==> config.mk <==
export PLATFORM = sky130hd
export DESIGN_NAME = hare_scheduler
export DESIGN_NICKNAME = d
export VERILOG_FILES = /design/src/rtl/hare_scheduler.sv
export SDC_FILE = /design/constraint.sdc
export NUM_CORES = 1
export LEC_CHECK = 0
export ABC_AREA = 1
export CORE_AREA = 4 4 110 112
export CTS_CLUSTER_SIZE = 25
export DETAILED_ROUTE_END_ITERATION = 10
export DIE_AREA = 0 0 114 116
export DONT_BUFFER_PORTS = 1
export GPL_ROUTABILITY_DRIVEN = 1
export HOLD_SLACK_MARGIN = 0.08
export PLACE_DENSITY_LB_ADDON = 0.12
export SLEW_MARGIN = 20
export SYNTH_ARGS = -nofsm -noshare
export SYNTH_HDL_FRONTEND = slang
export SYNTH_SLANG_ARGS = --single-unit
==> constraint.sdc <==
create_clock -name clk -period 2.5 [get_ports clk]
set_input_delay 0.25 -clock clk [delete_from_list [all_inputs] [get_ports clk]]
set_output_delay 0.25 -clock clk [all_outputs]
set_load 0.01 [all_outputs]
==> src/rtl/hare_scheduler.sv <==
// rtl/hare_scheduler.sv - round-robin front end for hare_compute with periodic rebirth insertion
// Grants one requester at a time, waits LAT cycles for the datapath, and returns the tagged result.
module hare_scheduler #(
  parameter int NUM_REQ        = 4,
  parameter int DATA_W         = 32,
  parameter int LAT            = 1,
  parameter int REBIRTH_PERIOD = 256
) (
  input  logic                       clk,
  input  logic                       rst_n,
  input  logic [NUM_REQ-1:0]         req_valid,
  input  logic [NUM_REQ*DATA_W-1:0]  req_data,
  output logic [NUM_REQ-1:0]         req_ready,
  output logic [DATA_W-1:0]          hc_data_in,
  output logic                       hc_trigger_rebirth,
  input  logic [DATA_W-1:0]          hc_data_out,
  input  logic                       hc_rebirth_active,
  output logic                       rsp_valid,
  output logic [$clog2(NUM_REQ)-1:0] rsp_id,
  output logic [DATA_W-1:0]          rsp_data,
  input  logic                       rsp_ready,
  output logic                       busy,
  output logic [15:0]                rebirth_count,
  output logic                       rebirth_err
);
  localparam int ID_W  = $clog2(NUM_REQ);
  localparam int TMR_W = (REBIRTH_PERIOD > 1) ? $clog2(REBIRTH_PERIOD) : 1;

  typedef enum logic [1:0] {S_IDLE, S_ISSUE, S_WAIT, S_RESP} state_t;

  state_t           state, state_nxt;
  logic [ID_W-1:0]  last_grant, grant_idx, cand;
  logic             grant_found, do_grant, start_rebirth;
  logic             op_rebirth, rebirth_pending, timer_wrap;
  logic             wait_done, wait_first;
  logic [3:0]       wait_cnt;
  logic [TMR_W-1:0] timer;

  // Search starts just after the previous winner so every requester gets a turn.
  always_comb begin
    grant_found = 1'b0;
    grant_idx   = '0;
    cand        = '0;
    for (int k = 1; k <= NUM_REQ; k++) begin
      cand = ID_W'((int'(last_grant) + k) % NUM_REQ);
      if (!grant_found && req_valid[cand]) begin
        grant_found = 1'b1;
        grant_idx   = cand;
      end
    end
  end

  assign wait_done  = (wait_cnt == 4'd0);
  assign wait_first = (wait_cnt == 4'(LAT - 1));

  always_comb begin
    state_nxt     = state;
    do_grant      = 1'b0;
    start_rebirth = 1'b0;
    case (state)
      S_IDLE: begin
        if (rebirth_pending) begin
          start_rebirth = 1'b1;
          state_nxt     = S_ISSUE;
        end else if (grant_found && rst_n) begin
          do_grant  = 1'b1;
          state_nxt = S_ISSUE;
        end
      end
      S_ISSUE: state_nxt = S_WAIT;
      S_WAIT: begin
        if (wait_done) state_nxt = op_rebirth ? S_IDLE : S_RESP;
      end
      S_RESP: begin
        if (rsp_ready) state_nxt = S_IDLE;
      end
      default: state_nxt = S_IDLE;
    endcase
  end

  always_ff @(posedge clk or negedge rst_n) begin
    if (!rst_n) state <= S_IDLE;
    else        state <= state_nxt;
  end

  always_ff @(posedge clk or negedge rst_n) begin
    if (!rst_n) begin
      last_grant    <= ID_W'(NUM_REQ - 1);
      op_rebirth    <= 1'b0;
      wait_cnt      <= 4'd0;
      hc_data_in    <= '0;
      rsp_id        <= '0;
      rsp_data      <= '0;
      rebirth_count <= 16'd0;
      rebirth_err   <= 1'b0;
    end else begin
      if (do_grant) begin
        hc_data_in <= DATA_W'(req_data >> (grant_idx * DATA_W));
        rsp_id     <= grant_idx;
        last_grant <= grant_idx;
      end
      if (state == S_IDLE) op_rebirth <= start_rebirth;
      if (state == S_ISSUE) wait_cnt <= 4'(LAT - 1);
      else if (state == S_WAIT && !wait_done) wait_cnt <= wait_cnt - 4'd1;
      if (state == S_WAIT && wait_done) begin
        if (op_rebirth) begin
          if (rebirth_count != 16'hFFFF) rebirth_count <= rebirth_count + 16'd1;
        end else begin
          rsp_data <= hc_data_out;
        end
      end
      // The datapath acknowledges a rebirth one cycle after the trigger.
      if (state == S_WAIT && op_rebirth && wait_first && !hc_rebirth_active) rebirth_err <= 1'b1;
    end
  end

  assign timer_wrap = (REBIRTH_PERIOD != 0) && (timer == TMR_W'(REBIRTH_PERIOD - 1));

  always_ff @(posedge clk or negedge rst_n) begin
    if (!rst_n) begin
      timer           <= '0;
      rebirth_pending <= 1'b0;
    end else begin
      if (timer_wrap || REBIRTH_PERIOD == 0) timer <= '0;
      else                                   timer <= timer + TMR_W'(1);
      if (state == S_ISSUE && op_rebirth) rebirth_pending <= 1'b0;
      else if (timer_wrap)                rebirth_pending <= 1'b1;
    end
  end

  assign req_ready          = do_grant ? (NUM_REQ'(1) << grant_idx) : '0;
  assign hc_trigger_rebirth = (state == S_ISSUE) && op_rebirth;
  assign rsp_valid          = (state == S_RESP);
  assign busy               = (state != S_IDLE);

endmodule

Word level (Yosys, flattened, before mapping)
Index checks and enable logic that the tools add are counted.
{ "op_classes": {"bitwise": 1, "n_eq_ne": 8, "n_lt_le_gt_ge": 4, "n_div": 0, "add_sub_neg": 7, "multipliers": 0, "shifts": 2, "reduce_logical": 23, "mux": 32} }
{ "op_table": {"columns": ["op", "n"], "rows": [
  ["$shr A128 B7 Y32", 1],
  ["$mux W2", 9],
  ["$add A16 B1 Y16 const B", 1],
  ["$ne A16 B16 Y1 const B", 1],
  ["$mux W1", 14],
  ["$lt A2 B3 Y1 const B", 4],
  ["$mux W4", 3],
  ["$logic_and A1 B1 Y1", 10],
  ["$add A8 B1 Y8 const B", 1],
  ["$bmux W1 S2", 4],
  ["$eq A8 B8 Y1 const B", 1],
  ["$mux W8", 1],
  ["$pmux W2 S4", 1],
  ["$reduce_and A3 Y1", 2],
  ["$reduce_bool A2 Y1", 3],
  ["$logic_not A1 Y1", 5],
  ["$add A2 B1 Y2 const B", 2],
  ["$add A2 B2 Y2 const B", 2],
  ["$eq A2 B2 Y1 const B", 2],
  ["$logic_not A4 Y1", 1],
  ["$shl A1 B2 Y4 const A", 1],
  ["$sub A4 B1 Y4 const B", 1],
  ["$ne A3 B3 Y1 const B", 1],
  ["$eq A2 B1 Y1 const B", 1],
  ["other kinds (5)", 5]
]} }
{ "word_totals": {"register_bits": 101, "memories": 0, "in_bits": 168, "wordCells": 88, "latchBits": 0, "output_inout_bits": 90, "mem_bits_rw": 0, "romBits": 0} }

Longest topological paths before layout
Gate-level depths: netlist (run 1).
{ "depth": {"word_depth": 18, "ltp_mapped": 17, "depth_no_buf": 15} }

Least setup slack after synthesis (run 1)
OpenSTA, ideal clock, no wires.
{ "synth_path": {"kind": "reg2out", "start": "register last_grant[0]", "end": "output port req_ready[0]", "required_time_ps": 2250, "path_buffers": 2, "setup_slack_ps": 372, "t_arrival_ps": 1878, "path_stages_with_launch": 13, "path_cell_list": "dfstp_2 buf_4 nand2_1 nand3_1 nand2_2 nor2_4 nand4_1 nand2_4 inv_4 nor2_8 buf_6 inv_2 nor2_1"} }
{ "synth_between": {"elab_chain_cells": 18, "word_cells_on_any_way": 32, "cone_classes": "4 x add/sub; 1 x shift; 20 x mux; 7 x reduce/logical"} }
{ "synth_rtl": {"columns": ["element", "line_no", "text"], "rows": [
  ["start: declaration", "32", "logic [ID_W-1:0] last_grant, grant_idx, cand;"],
  ["start signal: assignment", "88", "last_grant <= ID_W'(NUM_REQ - 1);"],
  ["start signal: assignment", "100", "last_grant <= grant_idx;"],
  ["$add A2 B1 Y2", "45", "cand = ID_W'((int'(last_grant) + k) % NUM_REQ);"],
  ["$bmux W1 S2", "46", "if (!grant_found && req_valid[cand]) begin"],
  ["$mux W1 (implied by the code)", "46", null],
  ["$mux W1", "46", null],
  ["$logic_not A1 Y1", "46", null],
  ["$logic_and A1 B1 Y1", "46", null],
  ["$mux W1", "46", null],
  ["$logic_not A1 Y1", "46", null],
  ["[2 not listed]", null, null],
  ["$logic_not A1 Y1", "46", null],
  ["$logic_and A1 B1 Y1", "46", null],
  ["$mux W1", "46", null],
  ["$logic_and A1 B1 Y1", "65", "end else if (grant_found && rst_n) begin"],
  ["$mux W1", "65", null],
  ["$mux W1", "62", "if (rebirth_pending) begin"],
  ["$mux W1", "60", "case (state)"],
  ["$mux W4 *", "131", "assign req_ready = do_grant ? (NUM_REQ'(1) << grant_idx) : '0;"],
  ["end: declaration", "13", "output logic [NUM_REQ-1:0] req_ready,"]
]} }
Every way passes the cells marked *; elsewhere a longest branch is shown, timed or not. The select of a mux whose other input is x is not followed.

Worst setup path after layout (run 1)
{ "layout_path": {"start": "register last_grant[0]", "end": "output port req_ready[3]"} }
The elaborated chain is that of the path after synthesis.

==> run metrics, run 1 <==
Max VDD drop=~0.75 mV; min cycle time layout=2570 ps; Overflow after GRT=0; mapped cell area=5874 sq um; Syn-to-layout area delta=16.78%; mux contribution to synthesized area=6.326%; RSZ-0062 raised after global routing=true; CP max FO=6; PwrDens=1390 nW/um^2; WL/cell=16.19 um; syn_area_per_cell=7.679 sq um; die width=114 um; Syn Inst Count=765; FP Rows=39; Yosys reg bits=approximately 100; Worst R2R Setup Slack=150 ps; worst hold slack=-404.4 ps; PnR worst setup slack=-69.52 ps; pin count of the biggest net entering global routing=103; most common cell in the netlist=nand2_1; Inserted Clock Buffers=9; CTS H-Tree Depth=3; EDFF count, synth=0; reg2reg path depth=15; Clk Latency, worst-skew pair=about 340 ps; share of post-route cells with drive strength above 1=16.12%; Cell Chain, Critical Path=inv_4 -> buf_4 -> nand2_1 -> nand2_1 -> nand2_2 -> nand2_4 -> o21ai_2 -> nand3_2 -> nand2_4 -> clkinvlp_4 -> nor2_2 -> buf_4; Slew HR=between 60% and 70%; # nets final=986; fmax=0.3892 GHz; via/cell ratio=between 5 and 6; die area=13220 sq um; Post-Synth XOR/XNOR Area=2.833%; CP arrival=2320 ps; total negative setup slack=-117.5 ps; CP peak stage delay=610 ps; total power=about 9500 uW; synth top area cells=dfrtp_1 42%, nand2_1 14%, nand3_1 11%; IO buf count=0; Setup crit end kind=primary output; Post-synth ARST share=100.0%; Distinct cells, synth=36; failing checks=negative hold slack, negative setup slack; Worst-Margin Slew=537.5 ps; GR peak layer=met2; met1 Use GR=26.65%; diode count=0; CP startpoint kind=register; Die H=116 um; design area=6860 sq um; root buf cell=clkbuf_16; clock transition at the registers of the reported paths=around 70 ps; pins over their slew limit=0; Post-Synth Adder-Cell Area=0.8520%; worst r2r src=last_grant[0]; met3 Resource Use GR=6.893%; first-pass GRT wire length=between 20000 and 25000 um; CTS tree=done; GRT Total Usage=22.57%; initial antenna violation count=0; Placed Area=5968 sq um; Final HPWL DP=11100 um; core area=11220 sq um; clock buffer depth=2; largest family of logic cells by synthesized area=simple AND/OR/NAND/NOR gates; Hold Crit Class=input pin to async pin; sequential cell area fraction in the yosys report=43.07%; Post-Synth Simple-Gate Area=between 30% and 40%; GRT met2 Usage=40.52%; Hold-fix buffers, CTS=33; Final Hold Viols=101; CP max stage cell=dfstp_2; Total Wirelength=15570 um; Max Cap Viol=0; cell accounting for the most synthesized area=dfrtp_1; Synth top area share=around 42%; complex-gate fraction of the synthesized area=between 1.5 and 2%; crit path kind=register to primary output; Worst EP required=about 2300 ps; Post-synth top flop=dfrtp_1; DR pass1 iterations=4; count of final setup violators=2; Fill cells=just over 1000; Syn Nets=937; CTS sink cnt=101; Final period util=102.8%; RD Place Congestion=between 0.8 and 0.9; Remaining DRCs=0; Iter 0 DRT Violations=about 350; most frequent cells after synthesis=218 x nand2_1, 139 x inv_1, 126 x nand3_1; vias in the first global route=4869; I/O pin count=258; run status=finished, violations left; Initial Utilization=52.34%; DRT antenna net count=0; P_leak=approximately 0.0037 uW; Via Count=4979; Ys Warns=0; Worst Skew=13.76 ps; r2r endpoint=hc_data_in[20]
[final cells by class]
cell class	instances	area, sq um	area share, %
Multi-Input combinational cell	490	2681	39.08
Sequential cell	101	2530	36.88
Timing Repair Buffer	68	613.1	8.937
Inverter	144	551.8	8.043
Clock buffer	9	225.2	3.283
Tap cell	143	178.9	2.608
Clock inverter	7	80.08	1.167
[worst max-delay path by stage]
| stage | from | slack [ps] | cells after the start | end |
|---|---|---|---|---|
| CTS | last_grant[0] | 1 | 11 | req_ready[0] |
| detailed placement | last_grant[0] | 110 | 14 | hc_data_in[26] |
| floorplan | last_grant[0] | 370 | 12 | req_ready[0] |
| global route | last_grant[0] | -190 | 12 | req_ready[3] |
| global placement | last_grant[0] | 200 | 13 | req_ready[3] |
| finish | last_grant[0] | -70 | 12 | req_ready[3] |
[kinds of logic (layout without fill, tap and decap cells)]
logic type,count (synthesis),after routing
buffers and inverters,174,228
adder cells (fa/ha/maj),4,4
XOR/XNOR,19,19
AO/OA/AOI/OAI,17,17
AND/OR/NAND/NOR,417,417
multiplexers,33,33
flip-flops,101,101
[state kept, by name, summed over array words and instances (netlist names)]
| name | flops |
|---|---|
| hc_data_in | 32 |
| last_grant | 2 |
| op_rebirth | 1 |
| rebirth_count | 16 |
| rebirth_err | 1 |
| rebirth_pending | 1 |
| rsp_data | 32 |
| rsp_id | 2 |
| state | 2 |
| timer | 8 |
| wait_cnt | 4 |
[where the power goes]
part,internal (uW),switching (uW)
Combinational,2040,3000
Sequential,2280,794
Clock,791,633
Total,5110,4420
[worst max-delay path: cells and delay by family, from the launching register on]
| kind | cells | cell delay, ps |
|---|---|---|
| buffers and inverters | 4 | 510 |
| and+or+nand+nor | 7 | 710 |
| AOI/OAI and AO/OA | 1 | 140 |
| DFF | 1 | 610 |
[timing repair]
action                     in CTS  in global routing
cloned                          1                  0
setup endpoints to repair       4                 22
resized for setup              15                 26
hold endpoints to repair      134                101
pin swaps                      10                 20
buffers inserted               13                  4
[cell usage in the layout (no fill, tap or decap), types with 6 or more instances in the layout]
| cell type | instances |
|---|---|
| nand3_1 | 122 |
| inv_1 | 137 |
| buf_4 | 32 |
| mux2_2 | 33 |
| clkbuf_16 | 9 |
| o21ai_0 | 8 |
| dlygate4sd3_1 | 33 |
| nand4_1 | 9 |
| nor2_1 | 22 |
| xor2_1 | 13 |
| dfrtp_1 | 99 |
| or2_1 | 17 |
| nand2_1 | 201 |
| nand2_2 | 17 |
| nor3_1 | 6 |
| xnor2_1 | 6 |
[layer usage]
layer  wire (um)  share of wire [%]  up-vias
li1            -                  -     2452
met4         227                1.5        0
met1        5995                 38     2293
met3        1285                8.3       18
met2        8065                 52      216
met5           0                  0        -
[through the flow]
step           setup WS [ps]  instances  utilization (%)
6_report              -69.52        962            61.13
5_1_grt               -187.4        962            61.13
4_1_cts                1.493        959            60.33
3_5_place_dp           110.3        896            53.18
3_3_place_gp           196.1        896            53.18
2_1_floorplan          371.7        765                -
Power figures use the tool's default switching activity.
==> run 2: changes to the inputs <==
--- a/config.mk
+++ b/config.mk
@@ -12,6 +12,7 @@
 export DIE_AREA = 0 0 114 116
 export DONT_BUFFER_PORTS = 1
 export GPL_ROUTABILITY_DRIVEN = 1
+export GPL_TIMING_DRIVEN = 0
 export HOLD_SLACK_MARGIN = 0.08
 export PLACE_DENSITY_LB_ADDON = 0.12
 export SLEW_MARGIN = 20
==> run 2 against run 1 <==
Net effect: the run still ends with negative hold slack, negative setup slack left; global-route usage up 0.25 points; non-clock buffer count up 9; sequential power about the same; core utilization up 0.51 points; largest power group unchanged.
==> run metrics, run 2 (synthesis results as in run 1) <==
logic gate share of total power=54.7% (+1.9 points); fmax=0.3922 GHz (+0.79%); CTS tree=done; total negative setup slack=-112.1 ps (+5.487 ps); PnR worst setup slack=-49.49 ps (+20.02 ps); clock buffer depth=2 (unchanged); first-pass GRT wire length=24180 um (+1.6%); crit path kind=register to primary output; Final Hold Viols=101 (unchanged); Worst-Margin Slew=565.3 ps (+27.76 ps); via/cell ratio=5.266 (+1.7%); design area=6918 sq um (+0.84%); Setup crit end kind=primary output; Clk Latency, worst-skew pair=340 ps (about the same); Overflow after GRT=0 (unchanged); Final HPWL DP=11710 um (+5.5%); share of post-route cells with drive strength above 1=14.98% (-1.1 points); CP max FO=5 (-1); # nets final=995 (+0.91%); Worst Skew=9.307 ps (-4.456 ps); Max VDD drop=0.7656 mV (+1.4%); Worst R2R Setup Slack=160 ps (about the same); failing checks=negative hold slack, negative setup slack; P_leak=0.003711 uW (+1.5%); GRT Total Usage=22.82% (+0.25 points); RD Place Congestion=0.8552 (-0.12%); Final period util=102.0% (-0.80 points); die width=114 um (unchanged); DR pass1 iterations=5 (+1); worst hold slack=-404.9 ps (-0.5090 ps); Iter 0 DRT Violations=369 (+4.8%); Die H=116 um (unchanged); CP arrival=2300 ps (-20 ps); pre-CTS WS=74.84 ps (-35.48 ps); WL/cell=16.24 um (+0.33%); die area=13220 sq um (unchanged); Worst EP required=2250 ps (about the same); root buf cell=clkbuf_16; pins over their slew limit=0 (unchanged); clock transition at the registers of the reported paths=70 ps (about the same); FF+latch area=2530 sq um (unchanged); CP startpoint kind=register; Fill cells=984 (-3.6%); CTS H-Tree Depth=3 (unchanged); Initial Utilization=52.34% (unchanged); Top Registers=hc_data_in (32), rsp_data (32), rebirth_count (16); PwrDens=1420 nW/um^2 (+2.2%); vias in the first global route=4991 (+2.5%); core area=11220 sq um (unchanged); Placed Area=6053 sq um (+1.4%); run status=finished, violations left; Inserted Clock Buffers=9 (unchanged); switching portion of total power=46.64% (+0.24 points); pin count of the biggest net entering global routing=103 (unchanged); count of final setup violators=3 (+1); Hold-fix buffers, CTS=33 (unchanged); power share of the clock group=14.2% (-0.7 points); DRT antenna net count=0 (unchanged); Max Cap Viol=0 (unchanged); Hold Crit Class=input pin to async pin; diode count=0 (unchanged); commonest cells after routing, fill and taps aside=212 x nand2_1, 138 x inv_1, 122 x nand3_1; r2r endpoint=hc_data_in[19]; sequential power share=31.1% (-1.2 points); Slew HR=62.31% (-1.7 points); Syn-to-layout area delta=17.76%; reg2reg path depth=16 (+1); I/O pin count=258 (unchanged); IO buf count=0 (unchanged); total power=9820 uW (+3.0%); RSZ-0062 raised after global routing=true; Remaining DRCs=0 (unchanged); initial antenna violation count=0 (unchanged); multi-input logic area=2655 sq um (-0.98%); net switching power=4580 uW (+3.5%); Via Count=5113 (+2.7%); FP Rows=39 (unchanged); CTS sink cnt=101 (unchanged); min cycle time layout=2549 ps (-20.02 ps); Cell Int Power=5241 uW (+2.6%); commonest non-fill, non-tap cell in the layout=nand2_1; Total Wirelength=15770 um (+1.3%); worst r2r src=last_grant[0]
[run 2: cell count changes in the layout (fill, tap and decap cells not counted), sizes merged]
cell      previous run  this run
buf                 35        43
clkinvlp             3         1
inv                147       149
bufinv               1         0
clkbuf               9        10
clkinv               0         1
[run 2: what timing repair did]
action | 4_1_cts | 5_1_grt
gates cloned | 0 | 1
pin swaps | 4 | 8
setup endpoints to repair | 4 | 16
buffers inserted | 7 | 8
hold endpoints to repair | 134 | 101
gates resized for setup | 13 | 17
[run 2: worst max path at each step]
stage                  start      endpoint  slack (ps)  depth (start not counted)
2_1_floorplan  last_grant[0]  req_ready[0]         370                         12
3_3_place_gp   last_grant[0]  req_ready[1]         150                         12
3_5_place_dp   last_grant[0]  req_ready[1]          70                         12
4_1_cts        last_grant[0]  req_ready[2]          -1                         13
5_1_grt        last_grant[0]  req_ready[2]        -190                         13
6_report       last_grant[0]  req_ready[2]         -50                         12
[run 2: final cells by class]
class | instances | area share [%]
plain buffers | 28 | 3.400
inverters | 144 | 7.940
clock buffers | 9 | 3.256
clock inverters | 7 | 1.031
well taps | 143 | 2.586
repair buffers | 49 | 6.837
multi-input cells | 490 | 38.38
flip-flops and latches | 101 | 36.57
[run 2: critical path, stage by stage (launching register included)]
cell	delay (ps)
dfstp_2	580
buf_6	130
nand2_1	70
nand3_1	90
nand2_2	80
nor2_4	170
nand3_2	110
nand3_4	100
nand2_4	70
buf_12	130
nor2_8	90
clkinvlp_4	160
nor2_4	170
[run 2: per-stage QoR]
step                      std cells  utilization, %
after CTS                       962           60.38
after global placement          908           53.94
after detailed placement        908           53.94
after global routing            971           61.64
final                           971           61.64
after floorplan                 765               -
[run 2: power by group through the flow]
| stage | combinational [uW] | sequential [uW] | clock (uW) |
|---|---|---|---|
| 2_1_floorplan | 3790 | 2900 | 0 |
| 3_3_place_gp | 4680 | 3080 | 0 |
| 3_5_place_dp | 4810 | 3090 | 0 |
| 4_1_cts | 5150 | 3060 | 1430 |
| 5_1_grt | 6010 | 3130 | 1480 |
| 6_report | 5370 | 3060 | 1400 |
[run 2: per-layer routing]
metal / track usage (%) / routed length (um) / vias up
li1: - / - / 2473
met1: 27.85 / 6303 / 2405
met2: 39.27 / 7948 / 215
met3: 6.527 / 1235 / 20
met4: 7.047 / 284 / 0
met5: 0 / 0 / -
==> run 3: changes to the inputs <==
--- a/config.mk
+++ b/config.mk
@@ -14,6 +14,7 @@
 export GPL_ROUTABILITY_DRIVEN = 1
 export GPL_TIMING_DRIVEN = 0
 export HOLD_SLACK_MARGIN = 0.08
+export MAX_ROUTING_LAYER = met4
 export PLACE_DENSITY_LB_ADDON = 0.12
 export SLEW_MARGIN = 20
 export SYNTH_ARGS = -nofsm -noshare
==> run 3 against run 2 <==
Net effect: the run still ends with negative hold slack, negative setup slack left; global-route usage is 0.68 points higher; core utilization stayed put; sequential share of layout area stayed put; critical endpoint unchanged; critical path depth stayed put; worst setup slack worse by 1.8 ps.
==> run metrics, run 3 (synthesis results as in run 1) <==
RSZ-0062 raised after global routing=true; via/cell ratio=5.255 (-0.20%); Max Cap Viol=0 (unchanged); die width=114 um (unchanged); Fill cells=984 (unchanged); Top Registers=hc_data_in (32), rsp_data (32), rebirth_count (16); diode count=0 (unchanged); Hold-fix buffers, CTS=33 (unchanged); Iter 0 DRT Violations=429 (+16%); Hold Crit Class=input pin to async pin; Via Count=5103 (-0.20%); Final HPWL DP=11710 um (unchanged); commonest non-fill, non-tap cell in the layout=nand2_1; Setup crit end kind=primary output; PwrDens=1419 nW/um^2 (about the same); dpl cells=908 (unchanged); CTS H-Tree Depth=3 (unchanged); Inserted Clock Buffers=9 (unchanged); initial antenna violation count=0 (unchanged); first-pass GRT wire length=24140 um (-0.14%); multi-input logic area=2655 sq um (unchanged); crit path kind=register to primary output; CP arrival=2300 ps (about the same); P_leak=0.003711 uW (unchanged); worst hold slack=-404.0 ps (+0.9740 ps); IO buf count=0 (unchanged); pin count of the biggest net entering global routing=103 (unchanged); Worst EP required=2250 ps (about the same); # nets final=995 (unchanged); Syn-to-layout area delta=17.76% (unchanged); CTS tree=done; FP Rows=39 (unchanged); post-layout util=61.64% (unchanged); min cycle time layout=2551 ps (+1.843 ps); WL/cell=16.25 um (about the same); failing checks=negative hold slack, negative setup slack; Total Wirelength=15780 um (about the same); Final Hold Viols=101 (unchanged); commonest cells after routing, fill and taps aside=212 x nand2_1, 138 x inv_1, 122 x nand3_1; DRT antenna net count=0 (unchanged); GRT Total Usage=23.50% (+0.68 points); met1 Use GR=28.51% (+0.66 points); total negative setup slack=-114.0 ps (-1.995 ps); DR pass1 iterations=5 (unchanged); Remaining DRCs=0 (unchanged); count of final setup violators=3 (unchanged); clock transition at the registers of the reported paths=70 ps (about the same); Placed Area=6053 sq um (unchanged); FF+latch area=2530 sq um (unchanged); core area=11220 sq um (unchanged); GR peak layer=met2; met3 Resource Use GR=5.483% (-1.0 points); share of post-route cells with drive strength above 1=14.98% (unchanged); design area=6918 sq um (unchanged); pins over their slew limit=0 (unchanged); Clk Latency, worst-skew pair=340 ps (about the same); GRT met2 Usage=39.19% (-0.078 points); CP startpoint kind=register; root buf cell=clkbuf_16; RD Place Congestion=0.8688 (+1.6%); Max VDD drop=0.7655 mV (about the same); Overflow after GRT=0 (unchanged); Final Non-Filler Cells=971 (unchanged); die area=13220 sq um (unchanged); Worst R2R Setup Slack=140 ps (-20 ps); Initial Utilization=52.34% (unchanged); Worst-Margin Slew=563.1 ps (-2.153 ps); run status=finished, violations left; Worst Skew=9.593 ps (+0.2859 ps); Final period util=102.1% (about the same); CP max FO=5 (unchanged); Die H=116 um (unchanged); Slew HR=62.46% (+0.14 points); I/O pin count=258 (unchanged); vias in the first global route=4998 (+0.14%); total power=9817 uW (about the same); PnR worst setup slack=-51.34 ps (-1.843 ps); fmax=0.3920 GHz (about the same); CTS sink cnt=101 (unchanged); clock buffer depth=2 (unchanged)
[run 3: path summary, 6_finish.rpt]
| kind | from | end | depth (start not counted) |
|---|---|---|---|
| min in group clk | rsp_ready | state[0] | 2 |
| setup / recovery | last_grant[0] | req_ready[2] | 12 |
| hold reg to reg | timer[0] | timer[0] | 1 |
| hold / removal | rst_n | rebirth_count[4] | 0 |
| max in group asynchronous | rst_n | last_grant[1] | 0 |
| setup reg to reg | last_grant[0] | hc_data_in[19] | 16 |
[run 3: cell type report]
type | instances | share of cell area [%]
inverter | 144 | 7.940
sequential | 101 | 36.57
clock inverter | 7 | 1.031
multi-input combinational | 490 | 38.38
tap | 143 | 2.586
timing repair buffer | 49 | 6.837
clock buffer | 9 | 3.256
buffer | 28 | 3.400
[run 3: metal layers]
layer	vias up	share of wire (%)
li1	2475	-
met1	2393	41
met2	213	50
met3	22	7.1
met4	0	2.1
met5	-	0
[run 3: power by group]
group	internal, uW	total, uW	switching (uW)	leakage (uW)
combinational	2250	5370	3120	0.00232
clock	713	1390	677	0.000148
sequential	2280	3060	775	0.00125
[run 3: critical path, cell delays in order, from the launching register on]
cell and delay (ps):
dfstp_2 580, buf_6 130, nand2_1 70, nand3_1 90, nand2_2 80, nor2_4 170, nand3_2 110, nand3_4 100
nand2_4 70, buf_12 130, nor2_8 90, clkinvlp_4 160, nor2_4 170
[run 3: what timing repair did]
action | in CTS | in global routing
cloned | 0 | 1
hold endpoints to repair | 134 | 101
buffers inserted | 7 | 8
pin swaps | 4 | 8
setup endpoints to repair | 4 | 16
gates resized for setup | 13 | 17
[run 3: through the flow]
stage | worst slack, ps | hold slack [ps]
3_3_place_gp | 145.5 | -43.31
4_1_cts | -0.9894 | -415.6
5_1_grt | -185.7 | -422.5
2_1_floorplan | 371.7 | -45.59
3_5_place_dp | 74.84 | -43.34
6_report | -51.34 | -404.0
